===== src/rtl/io_pkg.sv =====
// Shared constants for the board I/O controller: hilo half-select codes and
// the default debounce length.
package io_pkg;

    localparam logic [1:0] HILO_DEF  = 2'b00;
    localparam logic [1:0] HILO_LO   = 2'b01;
    localparam logic [1:0] HILO_HI   = 2'b10;
    localparam logic [1:0] HILO_BOTH = 2'b11;

    localparam int DB_CYCLES_DEF = 50000;

endpackage


===== src/rtl/debouncer.sv =====
// One-button 2-FF synchroniser plus stability counter. rise is a one-cycle
// pulse in the cycle after stb has been accepted high.
module debouncer
    import io_pkg::*;
#(
    parameter int DB_CYCLES = DB_CYCLES_DEF,
    parameter int DB_W      = 16
) (
    input  logic clk,
    input  logic reset,
    input  logic din,
    output logic stb,
    output logic rise
);

    logic [1:0]      sync;
    logic [DB_W-1:0] cnt;
    logic            sy;

    assign sy = sync[1];

    always_ff @(posedge clk or negedge reset) begin
        if (!reset) begin
            sync <= '0;
            cnt  <= '0;
            stb  <= 1'b0;
            rise <= 1'b0;
        end else begin
            sync <= {sync[0], din};
            rise <= 1'b0;
            if (sy == stb) begin
                cnt <= '0;
            end else if (cnt == DB_W'(DB_CYCLES - 1)) begin
                // Change accepted; only a press (not a release) raises rise.
                stb  <= sy;
                cnt  <= '0;
                rise <= sy;
            end else begin
                cnt <= cnt + 1'b1;
            end
        end
    end

endmodule


===== src/rtl/io_ctrl.sv =====
// Board I/O controller: debounced buttons with sticky press flags, synced
// switches with half-select reads, nibble-selectable LED writes and an irq.
module io_ctrl
    import io_pkg::*;
#(
    parameter int N_BTN     = 4,
    parameter int SW_W      = 10,
    parameter int LEDV_W    = 8,
    parameter int LEDR_W    = 10,
    parameter int DB_CYCLES = DB_CYCLES_DEF,
    parameter int DB_W      = 16
) (
    input  logic              clk,
    input  logic              reset,
    input  logic [N_BTN-1:0]  buttons,
    input  logic [SW_W-1:0]   switches,
    input  logic [7:0]        out_p0,
    input  logic [7:0]        out_p1,
    input  logic [7:0]        out_p2,
    input  logic [7:0]        out_p3,
    input  logic              we_o,
    input  logic [1:0]        hilo_in,
    input  logic [1:0]        hilo_out,
    input  logic              rd_ack,
    output logic [7:0]        in_p0,
    output logic [7:0]        in_p1,
    output logic [7:0]        in_p2,
    output logic [7:0]        in_p3,
    output logic [LEDV_W-1:0] led_v,
    output logic [LEDR_W-1:0] led_r,
    output logic              irq
);

    localparam int HS = SW_W / 2;
    localparam int HR = LEDR_W / 2;

    logic [N_BTN-1:0] stb;
    logic [N_BTN-1:0] rise;
    logic [N_BTN-1:0] flag;
    logic [SW_W-1:0]  sw_meta;
    logic [SW_W-1:0]  sw_sync;
    logic             irq_en;
    logic             unused_bits;

    for (genvar gi = 0; gi < N_BTN; gi++) begin : g_btn
        debouncer #(
            .DB_CYCLES (DB_CYCLES),
            .DB_W      (DB_W)
        ) u_db (
            .clk   (clk),
            .reset (reset),
            .din   (~buttons[gi]),
            .stb   (stb[gi]),
            .rise  (rise[gi])
        );
    end

    // A new press in the same cycle as rd_ack survives the clear.
    always_ff @(posedge clk or negedge reset) begin
        if (!reset) begin
            flag <= '0;
        end else begin
            flag <= (rd_ack ? '0 : flag) | rise;
        end
    end

    always_ff @(posedge clk or negedge reset) begin
        if (!reset) begin
            sw_meta <= '0;
            sw_sync <= '0;
        end else begin
            sw_meta <= switches;
            sw_sync <= sw_meta;
        end
    end

    always_ff @(posedge clk or negedge reset) begin
        if (!reset) begin
            led_v  <= '0;
            led_r  <= '0;
            irq_en <= 1'b0;
        end else if (we_o) begin
            led_v  <= out_p0[LEDV_W-1:0];
            irq_en <= out_p3[0];
            case (hilo_out)
                HILO_LO: led_r[HR-1:0]      <= out_p1[HR-1:0];
                HILO_HI: led_r[LEDR_W-1:HR] <= out_p2[HR-1:0];
                default: led_r              <= {out_p2[HR-1:0], out_p1[HR-1:0]};
            endcase
        end
    end

    always_comb begin
        in_p0 = '0;
        in_p1 = '0;
        in_p2 = '0;
        in_p3 = '0;
        in_p0[N_BTN-1:0] = stb;
        in_p1[N_BTN-1:0] = flag;
        if (hilo_in != HILO_HI) in_p2[HS-1:0] = sw_sync[HS-1:0];
        if (hilo_in != HILO_LO) in_p3[HS-1:0] = sw_sync[SW_W-1:HS];
    end

    assign irq = irq_en & (|flag);

    assign unused_bits = ^{out_p0, out_p1, out_p2, out_p3[7:1]};

endmodule


===== config.mk =====
export PLATFORM = sky130hd
export DESIGN_NAME = io_ctrl
export DESIGN_NICKNAME = d
export VERILOG_FILES = /design/src/rtl/io_pkg.sv /design/src/rtl/debouncer.sv /design/src/rtl/io_ctrl.sv
export SDC_FILE = /design/constraint.sdc
export NUM_CORES = 1
export LEC_CHECK = 0
export BUFFER_PORTS_ARGS = -buffer_cell sky130_fd_sc_hd__buf_2
export CAP_MARGIN = 20
export CORE_ASPECT_RATIO = 0.7
export CORE_MARGIN = 2
export CORE_UTILIZATION = 45
export CTS_CLUSTER_SIZE = 40
export DETAILED_ROUTE_END_ITERATION = 6
export PLACE_DENSITY = 0.7
export SETUP_SLACK_MARGIN = 0.3
export SLEW_MARGIN = 20
export SYNTH_ARGS = -nofsm -noshare
export SYNTH_HDL_FRONTEND = slang
export SYNTH_SLANG_ARGS = --single-unit

===== constraint.sdc =====
create_clock -name clk -period 2.9 [get_ports clk]
set_clock_uncertainty 0.15 [all_clocks]
set_input_delay 0.58 -clock clk [delete_from_list [all_inputs] [get_ports clk]]
set_output_delay 0.58 -clock clk [all_outputs]
set_load 0.01 [all_outputs]

=== Yosys cells after proc, flatten, opt, wreduce, memory -nomap -nowiden ===
Cells that the tools add are included.
W data, S select, Z words.

* Add/subtract/negate cells: 4
* Multiplexer cells: 19
* Equal/unequal tests: 12
* Bitwise logic cells: 12
* Reductions and logical operators: 7

{| class="wikitable"
|+ Operators with widths
! kind !! number
|-
| $mux W16 || 8
|-
| $add A16 B1 Y16 const B || 4
|-
| $eq A16 B16 Y1 const B || 4
|-
| $reduce_and A2 Y1 || 6
|-
| $mux W5 || 2
|-
| $not A1 Y1 || 10
|-
| $mux W1 || 8
|-
| $eq A1 B1 Y1 || 4
|-
| $mux W4 || 1
|-
| $or A4 B4 Y4 || 1
|-
| $reduce_or A4 Y1 || 1
|-
| $eq A2 B1 Y1 const B || 1
|-
| $eq A2 B2 Y1 const B || 1
|-
| $ne A2 B1 Y1 const B || 1
|-
| $ne A2 B2 Y1 const B || 1
|-
| $and A1 B1 Y1 || 1
|}

* Output and inout bits: 51
* Flip-flop bits (word level): 123

=== Logic depth before layout (Yosys ltp) ===
Gate-level depths: netlist of the first run.

* Depth after elaboration: 3
* Gate-level depth with buffers: 6
* Mapped depth without buffers: 5

=== By module ===
A second synthesis of the first run with hierarchy kept.

* Cells, all modules: 468
* Area, all modules: 5477.8 sq um

{| class="wikitable"
|+ Modules (own cells, without submodules)
! module !! cells an instance !! area an instance (sq um) !! seq. area each (sq um) !! instances
|-
| debouncer || 91 || 968.4 || 500.5 || 4
|-
| io_ctrl || 104 || 1604.0 || 1076.0 || 1
|}

=== Least setup slack after synthesis of the first run ===
OpenSTA, ideal clock, no wires.

* Path type: reg2reg
* From: register g_btn[0].u_db.cnt[12]
* To: register g_btn[0].u_db.stb
* Setup time: 0.125 ns
* Required time: 2.625 ns
* Setup slack: 0.974 ns
* Cell stages (with the launch flop): 5
* Period minus slack after synthesis: 1.926 ns
* Arrival: 1.651 ns
* Cells stage by stage: dfrtp_1 > nor4_2 > nand3_2 > or4_4 > mux2_4

* Word-level cells in the longest chain between the ends: 2

{| class="wikitable"
|+ Ends and longest elaborated chain
! item !! line !! RTL
|-
| start: declaration || debouncer.sv:17 || <nowiki>logic [DB_W-1:0] cnt;</nowiki>
|-
| start signal: assignment || debouncer.sv:39 || <nowiki>cnt <= cnt + 1'b1;</nowiki>
|-
| $eq A16 B16 Y1 || debouncer.sv:33 || <nowiki>end else if (cnt == DB_W'(DB_CYCLES - 1)) begin</nowiki>
|-
| $reduce_and A2 Y1 (no line) || -- ||
|-
| end signal: assignment || debouncer.sv:35 || <nowiki>stb <= sy;</nowiki>
|-
| end: declaration || debouncer.sv:12 || <nowiki>output logic stb,</nowiki>
|}

Every way passes these cells.
A chain may end at the register's enable or synchronous reset.

=== Final worst setup path of the first run ===
* From: register flag[2]
* To: output port irq

* Word-level cells in the longest chain between the ends: 2

{| class="wikitable"
|+ Ends and longest elaborated chain
! item !! line !! RTL
|-
| start: declaration || io_ctrl.sv:39 || <nowiki>logic [N_BTN-1:0] flag;</nowiki>
|-
| start signal: assignment || io_ctrl.sv:63 || <nowiki>flag <= (rd_ack ? '0 : flag) | rise;</nowiki>
|-
| $reduce_or A4 Y1 || io_ctrl.sv:104 || <nowiki>assign irq = irq_en & (|flag);</nowiki>
|-
| $and A1 B1 Y1 || io_ctrl.sv:104 ||
|-
| end: declaration || io_ctrl.sv:31 || <nowiki>output logic irq</nowiki>
|}

Every way passes these cells.

==> summary.md, run 1 <==
| Metric | Value |
|---|---|
| Crit path required time | `roughly 2.2 ns` |
| Cell row count | `32` |
| Tcrit/Tclk final | `a little under three quarters` |
| Final Hold Vio Count | `0` |
| R2r endpoint | `g_btn[0].u_db.cnt[14]$_DFF_PN0_` |
| Crit path from | `flag[2]$_DFF_PN0_` |
| Final worst slack | `about 0.8 ns` |
| Post-route antenna net violation count | `0` |
| Top post-synthesis cells by area | `dfrtp_1 (59%), xnor2_1 (8.3%), nor2_1 (5.4%), mux2_2 (4.5%), buf_4 (2.6%)` |
| Fin cells | `711` |
| CORE AREA | `0.0112 mm^2` |
| Vias | `3,521` |
| RSZ-0062 raised after global routing | `no` |
| Nets@finish | `approximately 600` |
| FF-to-FF Start | `g_btn[0].u_db.cnt[12]$_DFF_PN0_` |
| Area grow syn2layout | `21.9%` |
| # Max-Cap Violations | `0` |
| Syn Std Cell Area | `0.00525 mm^2` |
| Largest net degree at the start of global routing | `76` |
| GRT Total Usage | `approximately 17%` |
| Final GP Congestion | `~0.81` |
| Min-Delay Path Depth | `1` |
| Overall power | `about 0.0043 W` |
| Clock root cell | `clkbuf_16` |
| Hold EP | `sw_meta[3]$_DFF_PN0_` |
| Detailed placement HPWL | `roughly 6700 um` |
| DRT Wirelength | `around 9800 um` |
| Sink Count | `123` |
| Synthesized instance count | `roughly 460` |
| 1st-pass router iterations | `6` |
| Crit path DAT | `between 1 and 1.5 ns` |
| First-pass GRT wire length | `roughly 16,000 um` |
| # IOs | `around 110` |
| EDFF count, synth | `0` |
| Worst Max-Slew Pin Slew | `~0.80 ns` |
| Class of the worst hold path | `in -> reg` |
| Clock Pin Slew Worst Setup and Hold Paths | `approximately 0.060 ns` |
| Sequential area share after synthesis | `approximately three fifths` |
| Fraction of layout cells with a size suffix above 1 | `about a quarter` |
| Synth top area share | `between 50% and 60%` |
| Outcome | `completed` |
| DP Worst Slack | `~0.81 ns` |
| H-tree depth | `4` |
| Vias/cell | `slightly below 5` |
| Initial Util | `roughly 47%` |
| Max-slew violation count | `0` |
| CP Max Fanout | `3` |
| Area leader, netlist | `dfrtp_1` |
| Postcts setup bufs | `0` |
| Chip height | `around 94 um` |
| Num CTS Buffers | `17` |
| Clock buffer depth | `2` |
| Ys Warns | `0` |
| Cell variety after synth | `40` |
| Leak | `between 2 and 3 nW` |
| Avg WL per Cell | `roughly 14 um` |
| Die Wd | `133 um` |
| Setup crit start kind | `flip-flop` |
| Clk_lat worst skew | `about 0.42 ns` |
| CTS tree | `built` |
| Setup slack, reg-to-reg | `0.82 ns` |
| Power density cells | `about 680 mW/mm^2` |
| Antenna violations before repair | `0` |
| Crit end category | `primary output` |
| Die area | `0.0126 mm^2` |
| ANT cells | `0` |
| Endpoints failing setup | `0` |
| Relative slew margins | `46.3%` |
| Critical path type | `reg -> out` |
| Grt ovf | `0` |
| Setup total negative slack | `0 ns` |
| Worst r2r path cells | `4` |
| Layout fillers | `a little under 900` |
| Hold path start | `switches[3]` |
| Syn avg cell area | `11.5 um^2` |
| Asr flop ratio synth | `100%` |
| Register bit count reported by yosys | `between 100 and 150` |
| Post-cts sizing count | `0` |
| 1st-iter DRT viols | `233` |
| Synth Flop Type | `dfrtp_1` |
| DP Cell Count | `slightly below 700` |
| # DRC | `0` |
| Port bufs | `77` |
| Tmin final | `2.08 ns` |
| Fmax | `~0.48 GHz` |
| Vias in the first global route | `~3,500` |
| Hold_buf cts | `1` |
| IR drop worst, VDD | `between 0.4 and 0.5 mV` |
## cell usage in the layout, fill, tap and decap left out, drive strengths merged, types with 3 or more instances in the layout
master and instances:
nor3b 4, nor4 18, clkinv 6, nor2 76, xnor2 50, nor3 14
and3 3, bufinv 5, clkbuf 17, nand3 24, clkinvlp 3, and2 10
xor2 10, nand4 16, a21o 4, nand2 15, ha 4, buf 80
conb 14, dfrtp 123, mux2 23, inv 20
## report_power, final
part           switching [W]  internal (W)  leakage (nW)
sequential         0.0000365       0.00178          1.60
clock               0.000763       0.00152         0.309
combinational       0.000125     0.0000999         0.964
total               0.000925       0.00341          2.87
## worst max path at each step
stage | end | slack [ns]
2_1_floorplan | g_btn[0].u_db.stb$_DFFE_PN0P_ | 0.97
3_3_place_gp | g_btn[0].u_db.cnt[11]$_DFF_PN0_ | 0.85
3_5_place_dp | g_btn[0].u_db.cnt[8]$_DFF_PN0_ | 0.81
4_1_cts | irq | 0.79
5_1_grt | g_btn[0].u_db.cnt[11]$_DFF_PN0_ | 0.64
6_report | irq | 0.82
## sequential cells by signal, indices dropped and copies added (netlist names)
signal,cells
g_btn.u_db.cnt,64
led_r,10
sw_meta,10
sw_sync,10
g_btn.u_db.sync,8
led_v,8
flag,4
g_btn.u_db.rise,4
g_btn.u_db.stb,4
irq_en,1
## worst max-delay path, cell delays in order, from the launching register on
cell     delay (ns)
dfrtp_1        0.39
o41a_1         0.41
buf_2          0.15
## routing by layer
layer | part of all wire (%) | GRT usage (%)
met4 | 1.1 | 7.44
met5 | 0 | 0
met3 | 6.1 | 5.58
met2 | 48 | 26.5
met1 | 45 | 21.8
## logic make-up after synthesis
logic type               after synthesis  synth area share (%)
AND/OR/NAND/NOR                      193                  18.9
multiplexers                          23                  5.01
buffers and inverters                 44                  4.65
flip-flops                           123                  58.7
adder cells (fa/ha/maj)                4                 0.954
AO/OA/AOI/OAI                          9                  1.74
other                                  1                0.0715
XOR/XNOR                              60                  10.0
## per-stage QoR
step           hold slack (ns)  util, %  area (um^2)
2_1_floorplan            0.134        -         5300
3_3_place_gp             0.181     51.4         5740
3_5_place_dp             0.185     51.4         5740
4_1_cts                  0.110     57.2         6390
5_1_grt                  0.104     57.2         6390
6_report                 0.119     57.2         6390
## cell type report
class | count | area, um^2 | share of cell area [%]
Clock buffer | 17 | 425 | 6.65
Timing Repair Buffer | 81 | 433 | 6.77
Clock inverter | 15 | 223 | 3.48
Multi-Input combinational cell | 303 | 1970 | 30.9
Inverter | 19 | 71.3 | 1.12
Sequential cell | 123 | 3080 | 48.1
Tap cell | 153 | 191 | 2.99
## Yosys cell counts (all sizes together), types with 3 or more instances
library cell and instances:
a21o 4, and2 10, and3 3, buf 22, clkbuf 3, dfrtp 123, ha 4, inv 19
mux2 23, nand2 15, nand3 24, nand4 16, nor2 76, nor3 14, nor3b 4, nor4 18
xnor2 50, xor2 10
Power figures use the tool's default switching activity.
==> run 2, diff against run 1 <==
- clock period: 2.9 -> 2 ns (I/O delays scaled with it)
==> summary.md, run 2 (synthesis results as in run 1) <==
| Metric | Value |
|---|---|
| Outcome | `completed` |
| CP Max Fanout | `3` |
| FF-to-FF Start | `g_btn[0].u_db.cnt[12]$_DFF_PN0_` |
| Initial Util | `between 40% and 50%` |
| Vias | `approximately 3,800` |
| Worst r2r path cells | `4` |
| Antenna violations before repair | `0` |
| Max-slew violation count | `0` |
| Final hold slack | `0.0760 ns` |
| P_int | `approximately 0.0047 W` |
| Worst Max-Slew Pin Slew | `roughly 0.86 ns` |
| CP Depth | `4` |
| Area grow syn2layout | `37.5%` |
| Sink Count | `~120` |
| Die Wd | `~130 um` |
| Critical path's slowest cell | `or4_4` |
| Fmax | `around 0.51 GHz` |
| Final instance area | `around 0.0072 mm^2` |
| Leak | `about 3.1 nW` |
| Net Sw Frac | `21.8%` |
| Largest net degree at the start of global routing | `65` |
| Most frequent cells in the layout | `dfrtp_1 (122), buf_2 (74), xnor2_1 (50)` |
| Clk_lat worst skew | `roughly 0.4 ns` |
| Placed Area | `~0.006 mm^2` |
| Max FFs per register | `between 60 and 70` |
| Crit path buffers/inverters | `0` |
| CORE AREA | `between 0.01 and 0.015 mm^2` |
| IR drop worst, VDD | `0.670 mV` |
| DR WL met2 | `5650 um` |
| Clock root cell | `clkbuf_16` |
| Worst path cell trace | `nor4_4 > nand3_2 > or4_4 > mux2_4` |
| Power density cells | `slightly above 800 mW/mm^2` |
| Critical Path End | `g_btn[0].u_db.stb$_DFFE_PN0P_` |
| Num CTS Buffers | `17` |
| Seq pwr share | `44.3%` |
| Final GP Congestion | `about 0.8` |
| Layout fillers | `around 830` |
| Tmin final | `~2.0 ns` |
| DR WL met3 | `between 600 and 700 um` |
| ANT cells | `0` |
| Final worst slack | `0.0403 ns` |
| Crit-path leading delay family | `simple AND/OR/NAND/NOR gates` |
| Metal-1 WL | `roughly 5000 um` |
| Overall power | `around 0.006 W` |
| Final Hold Vio Count | `0` |
| Top Layer Used | `met4` |
| Chip height | `roughly 94 um` |
| Port bufs | `77` |
| Relative slew margins | `42.2%` |
| NetSw | `between 0.001 and 0.0015 W` |
| # Max-Cap Violations | `0` |
| 1st-iter DRT viols | `about 120` |
| Commonest non-fill, non-tap cell in the layout | `dfrtp_1` |
| Crit path from | `g_btn[0].u_db.cnt[12]$_DFF_PN0_` |
| Fraction of layout cells with a size suffix above 1 | `a little under two fifths` |
| # IOs | `about 110` |
| Nets@finish | `653` |
| RSZ-0062 raised after global routing | `yes` |
| Top reg by flops | `g_btn.u_db.cnt` |
| CTS tree | `built` |
| R2r endpoint | `g_btn[0].u_db.stb$_DFFE_PN0P_` |
| GRT Total Usage | `roughly 19%` |
| Setup slack, reg-to-reg | `between 0.04 and 0.05 ns` |
| Avg WL per Cell | `15.0 um` |
| Clock Pin Slew Worst Setup and Hold Paths | `around 0.050 ns` |
| Crit-path max cell delay | `around 0.53 ns` |
| Critical path type | `reg -> reg` |
| Clock buffer depth | `2` |
| Crit path required time | `2.14 ns` |
| Combinational power share | `6.9%` |
| 1st-pass router iterations | `5` |
| Post-route antenna net violation count | `0` |
| Vias/cell | `5.03` |
| Class of the worst hold path | `in -> reg` |
| Endpoints failing setup | `0` |
| Cell row count | `32` |
| DRT Wirelength | `about 11,000 um` |
| Crit end category | `flip-flop` |
| Tcrit/Tclk final | `between 90% and 100%` |
| Detailed placement HPWL | `between 6000 and 7000 um` |
| Crit path DAT | `between 2 and 2.5 ns` |
| H-tree depth | `4` |
| First-pass GRT wire length | `~18,000 um` |
| Grt ovf | `0` |
| Min-Delay Path Depth | `2` |
| DP Worst Slack | `-0.0235 ns` |
| # DRC | `0` |
| Setup crit start kind | `flip-flop` |
| Die area | `0.0126 mm^2` |
| Vias in the first global route | `3,751` |
| Clk network pwr share | `48.7%` |
run 2: final cells by class:
class | count | area, um^2 | share of cell area, %
Inverter | 19 | 71.3 | 0.988
Tap cell | 153 | 191 | 2.65
Clock buffer | 24 | 472 | 6.54
Clock inverter | 7 | 91.3 | 1.27
Multi-Input combinational cell | 304 | 2390 | 33.2
Timing Repair Buffer | 130 | 917 | 12.7
Sequential cell | 123 | 3080 | 42.7
run 2: worst min-delay path by stage:
stage,slack [ns],endpoint,from
4_1_cts,0.06,led_v[7]$_DFFE_PN0P_,out_p0[7]
2_1_floorplan,-0.05,flag[0]$_DFF_PN0_,reset
6_report,0.08,led_v[1]$_DFFE_PN0P_,out_p0[1]
3_3_place_gp,0.18,sw_sync[9]$_DFF_PN0_,sw_meta[9]$_DFF_PN0_
5_1_grt,0.05,led_r[6]$_DFFE_PN0P_,out_p2[1]
3_5_place_dp,0.19,g_btn[3].u_db.sync[1]$_DFF_PN0_,g_btn[3].u_db.sync[0]$_DFF_PN0_
run 2: repair_timing:
action	4_1_cts	5_1_grt
setup buffers	12	8
gates cloned	1	2
hold buffers	15	0
resized for setup	31	79
endpoints found under the setup margin	55	70
pin swaps	14	37
endpoints found under the hold margin	137	0
run 2: per-layer routing:
| layer | track usage [%] | vias to the layer above |
|---|---|---|
| li1 | - | 1794 |
| met1 | 23.1 | 1904 |
| met2 | 30.3 | 117 |
| met3 | 6.17 | 11 |
| met4 | 7.35 | 0 |
| met5 | 0 | - |
run 2: worst register-to-register path, stage by stage (launching register included):
cell,delay (ns)
dfrtp_1,0.40
nor4_4,0.32
nand3_2,0.13
or4_4,0.53
mux2_4,0.31
run 2: metrics by stage:
stage / std cells / TNS [ns] / utilization (%)
2_1_floorplan: 470 / 0 / -
3_3_place_gp: 691 / 0 / 52.5
3_5_place_dp: 691 / -0.0235 / 52.5
4_1_cts: 750 / 0 / 61.1
5_1_grt: 760 / -0.332 / 64.6
6_report: 760 / 0 / 64.6
run 2: power by group through the flow:
stage	registers (W)	clock network (W)	logic, W
final	0.00264	0.00290	0.000414
after global routing	0.00265	0.00310	0.000456
after CTS	0.00264	0.00295	0.000383
after detailed placement	0.00268	0	0.000347
after global placement	0.00267	0	0.000339
after floorplan	0.00269	0	0.000163
==> run 3, diff against run 2 <==
- clock period: 2 -> 2.3 ns (I/O delays scaled with it)
==> summary.md, run 3 (synthesis results as in run 1) <==
| Metric | Value |
|---|---|
| # DRC | `0` |
| Power density cells | `790 mW/mm^2` |
| Final GP Congestion | `between 0.8 and 0.9` |
| Avg WL per Cell | `about 14 um` |
| Final Hold Vio Count | `0` |
| 1st-pass router iterations | `4` |
| Chip height | `about 94 um` |
| RSZ-0062 raised after global routing | `yes` |
| Num CTS Buffers | `17` |
| ANT cells | `0` |
| GRT Total Usage | `17.6%` |
| Vias | `3,580` |
| Leak | `2.95 nW` |
| Multi-input gate area | `around 0.002 mm^2` |
| Largest net degree at the start of global routing | `35` |
| Fmax | `0.506 GHz` |
| Clock root cell | `clkbuf_16` |
| Layout fillers | `slightly above 900` |
| Die Wd | `133 um` |
| Setup crit start kind | `flip-flop` |
| Endpoints failing setup | `0` |
| Cell row count | `32` |
| CORE AREA | `0.0112 mm^2` |
| Max FFs per register | `64` |
| Detailed placement HPWL | `between 7000 and 8000 um` |
| Outcome | `completed` |
| Fin cells | `732` |
| Setup total negative slack | `0 ns` |
| Top reg by flops | `g_btn.u_db.cnt` |
| DP Cell Count | `around 680` |
| First-pass GRT wire length | `~17,000 um` |
| Vias in the first global route | `3,585` |
| DRT Wirelength | `just over 10,000 um` |
| Post-route antenna net violation count | `0` |
| Grt ovf | `0` |
| Sink Count | `123` |
| Nets@finish | `between 600 and 700` |
| Antenna violations before repair | `0` |
| Port bufs | `just under 80` |
| Class of the worst hold path | `in -> reg` |
| Final instance area | `between 0.006 and 0.007 mm^2` |
| Most frequent cells in the layout | `dfrtp_1 (120), nor2_1 (76), buf_2 (76)` |
| Tmin final | `approximately 2 ns` |
| # Max-Cap Violations | `0` |
| Clock Pin Slew Worst Setup and Hold Paths | `roughly 0.060 ns` |
| Max-slew violation count | `0` |
| CTS tree | `built` |
| Commonest non-fill, non-tap cell in the layout | `dfrtp_1` |
| Fraction of layout cells with a size suffix above 1 | `around 28%` |
| Vias/cell | `approximately 5` |
| Critical path type | `reg -> out` |
| 1st-iter DRT viols | `around 210` |
| Initial Util | `47.0%` |
| Placed Area | `0.00579 mm^2` |
| Clock buffer depth | `2` |
| Crit end category | `primary output` |
| Clk_lat worst skew | `a little over 0.4 ns` |
| # IOs | `between 100 and 150` |
| Seq. cell area | `0.00308 mm^2` |
| CP Max Fanout | `2` |
| H-tree depth | `4` |
| Area grow syn2layout | `25.2%` |
| IR drop worst, VDD | `about 0.51 mV` |
| Die area | `0.0126 mm^2` |
| Tcrit/Tclk final | `86.0%` |
| Crit path required time | `~1.7 ns` |
| Crit path DAT | `1.37 ns` |
[run 3: changes by cell type in the layout (fill, tap and decap cells not counted), moves of 4 or more]
cell | before | now
nor4_2 | 6 | 0
clkinvlp_4 | 1 | 5
nor4_1 | 10 | 17
nor2_4 | 27 | 0
buf_6 | 17 | 0
nor2_2 | 11 | 0
buf_4 | 22 | 13
clkbuf_1 | 5 | 0
nor2_1 | 38 | 76
dlygate4sd3_1 | 15 | 11
[run 3: final cells by class]
| cell class | instances | share of cell area [%] |
|---|---|---|
| Sequential cell | 123 | 46.9 |
| Clock inverter | 14 | 2.25 |
| Timing Repair Buffer | 102 | 9.56 |
| Inverter | 19 | 1.09 |
| Tap cell | 153 | 2.91 |
| Clock buffer | 18 | 6.69 |
| Multi-Input combinational cell | 303 | 30.6 |
[run 3: worst paths after layout]
path                                                    to  cells past startpoint  slack [ns]                            start
max in group asynchronous   g_btn[3].u_db.cnt[7]$_DFF_PN0_                      3        1.05                            reset
min in group asynchronous   g_btn[0].u_db.cnt[8]$_DFF_PN0_                      2        0.34                            reset
max reg2reg                  g_btn[0].u_db.stb$_DFFE_PN0P_                      4        0.33  g_btn[0].u_db.cnt[13]$_DFF_PN0_
min                        g_btn[3].u_db.sync[0]$_DFF_PN0_                      2        0.03                       buttons[3]
max                                                    irq                      2        0.32                flag[2]$_DFF_PN0_
min reg2reg                           sw_sync[8]$_DFF_PN0_                      0        0.19             sw_meta[8]$_DFF_PN0_
[run 3: through the flow]
step	total power, W	hold WS [ns]	setup WS, ns	utilization (%)
after global placement	0.00261	0.181	0.292	51.9
after floorplan	0.00248	0.0144	0.374	-
after detailed placement	0.00263	0.186	0.280	51.9
after CTS	0.00524	0.0231	0.299	58.4
after global routing	0.00538	0.0287	0.265	58.8
final	0.00519	0.0309	0.323	58.8
[run 3: power breakdown]
group	switching (W)	internal, W	total, W
combinational	0.000164	0.000145	0.000309
clock	0.000962	0.00162	0.00258
sequential	0.0000480	0.00225	0.00229
[run 3: per-layer routing]
layer | track usage [%] | vias up | share of wire (%)
met5 | 0 | - | 0
met4 | 6.00 | 0 | 1.3
met3 | 6.07 | 12 | 4.1
met2 | 27.5 | 64 | 46
met1 | 23.1 | 1768 | 48
li1 | - | 1736 | -
[run 3: what timing repair did]
action                                 4_1_cts  5_1_grt
setup endpoints to repair                   10       46
resized for setup                            3        7
setup buffers                                2        3
pin swaps                                    1        2
hold buffers                                11        0
endpoints found under the hold margin       29        0
[run 3: worst max-delay path, stage by stage, from the launching register on]
cell	delay, ns
dfrtp_1	0.39
o41a_1	0.42
buf_2	0.15
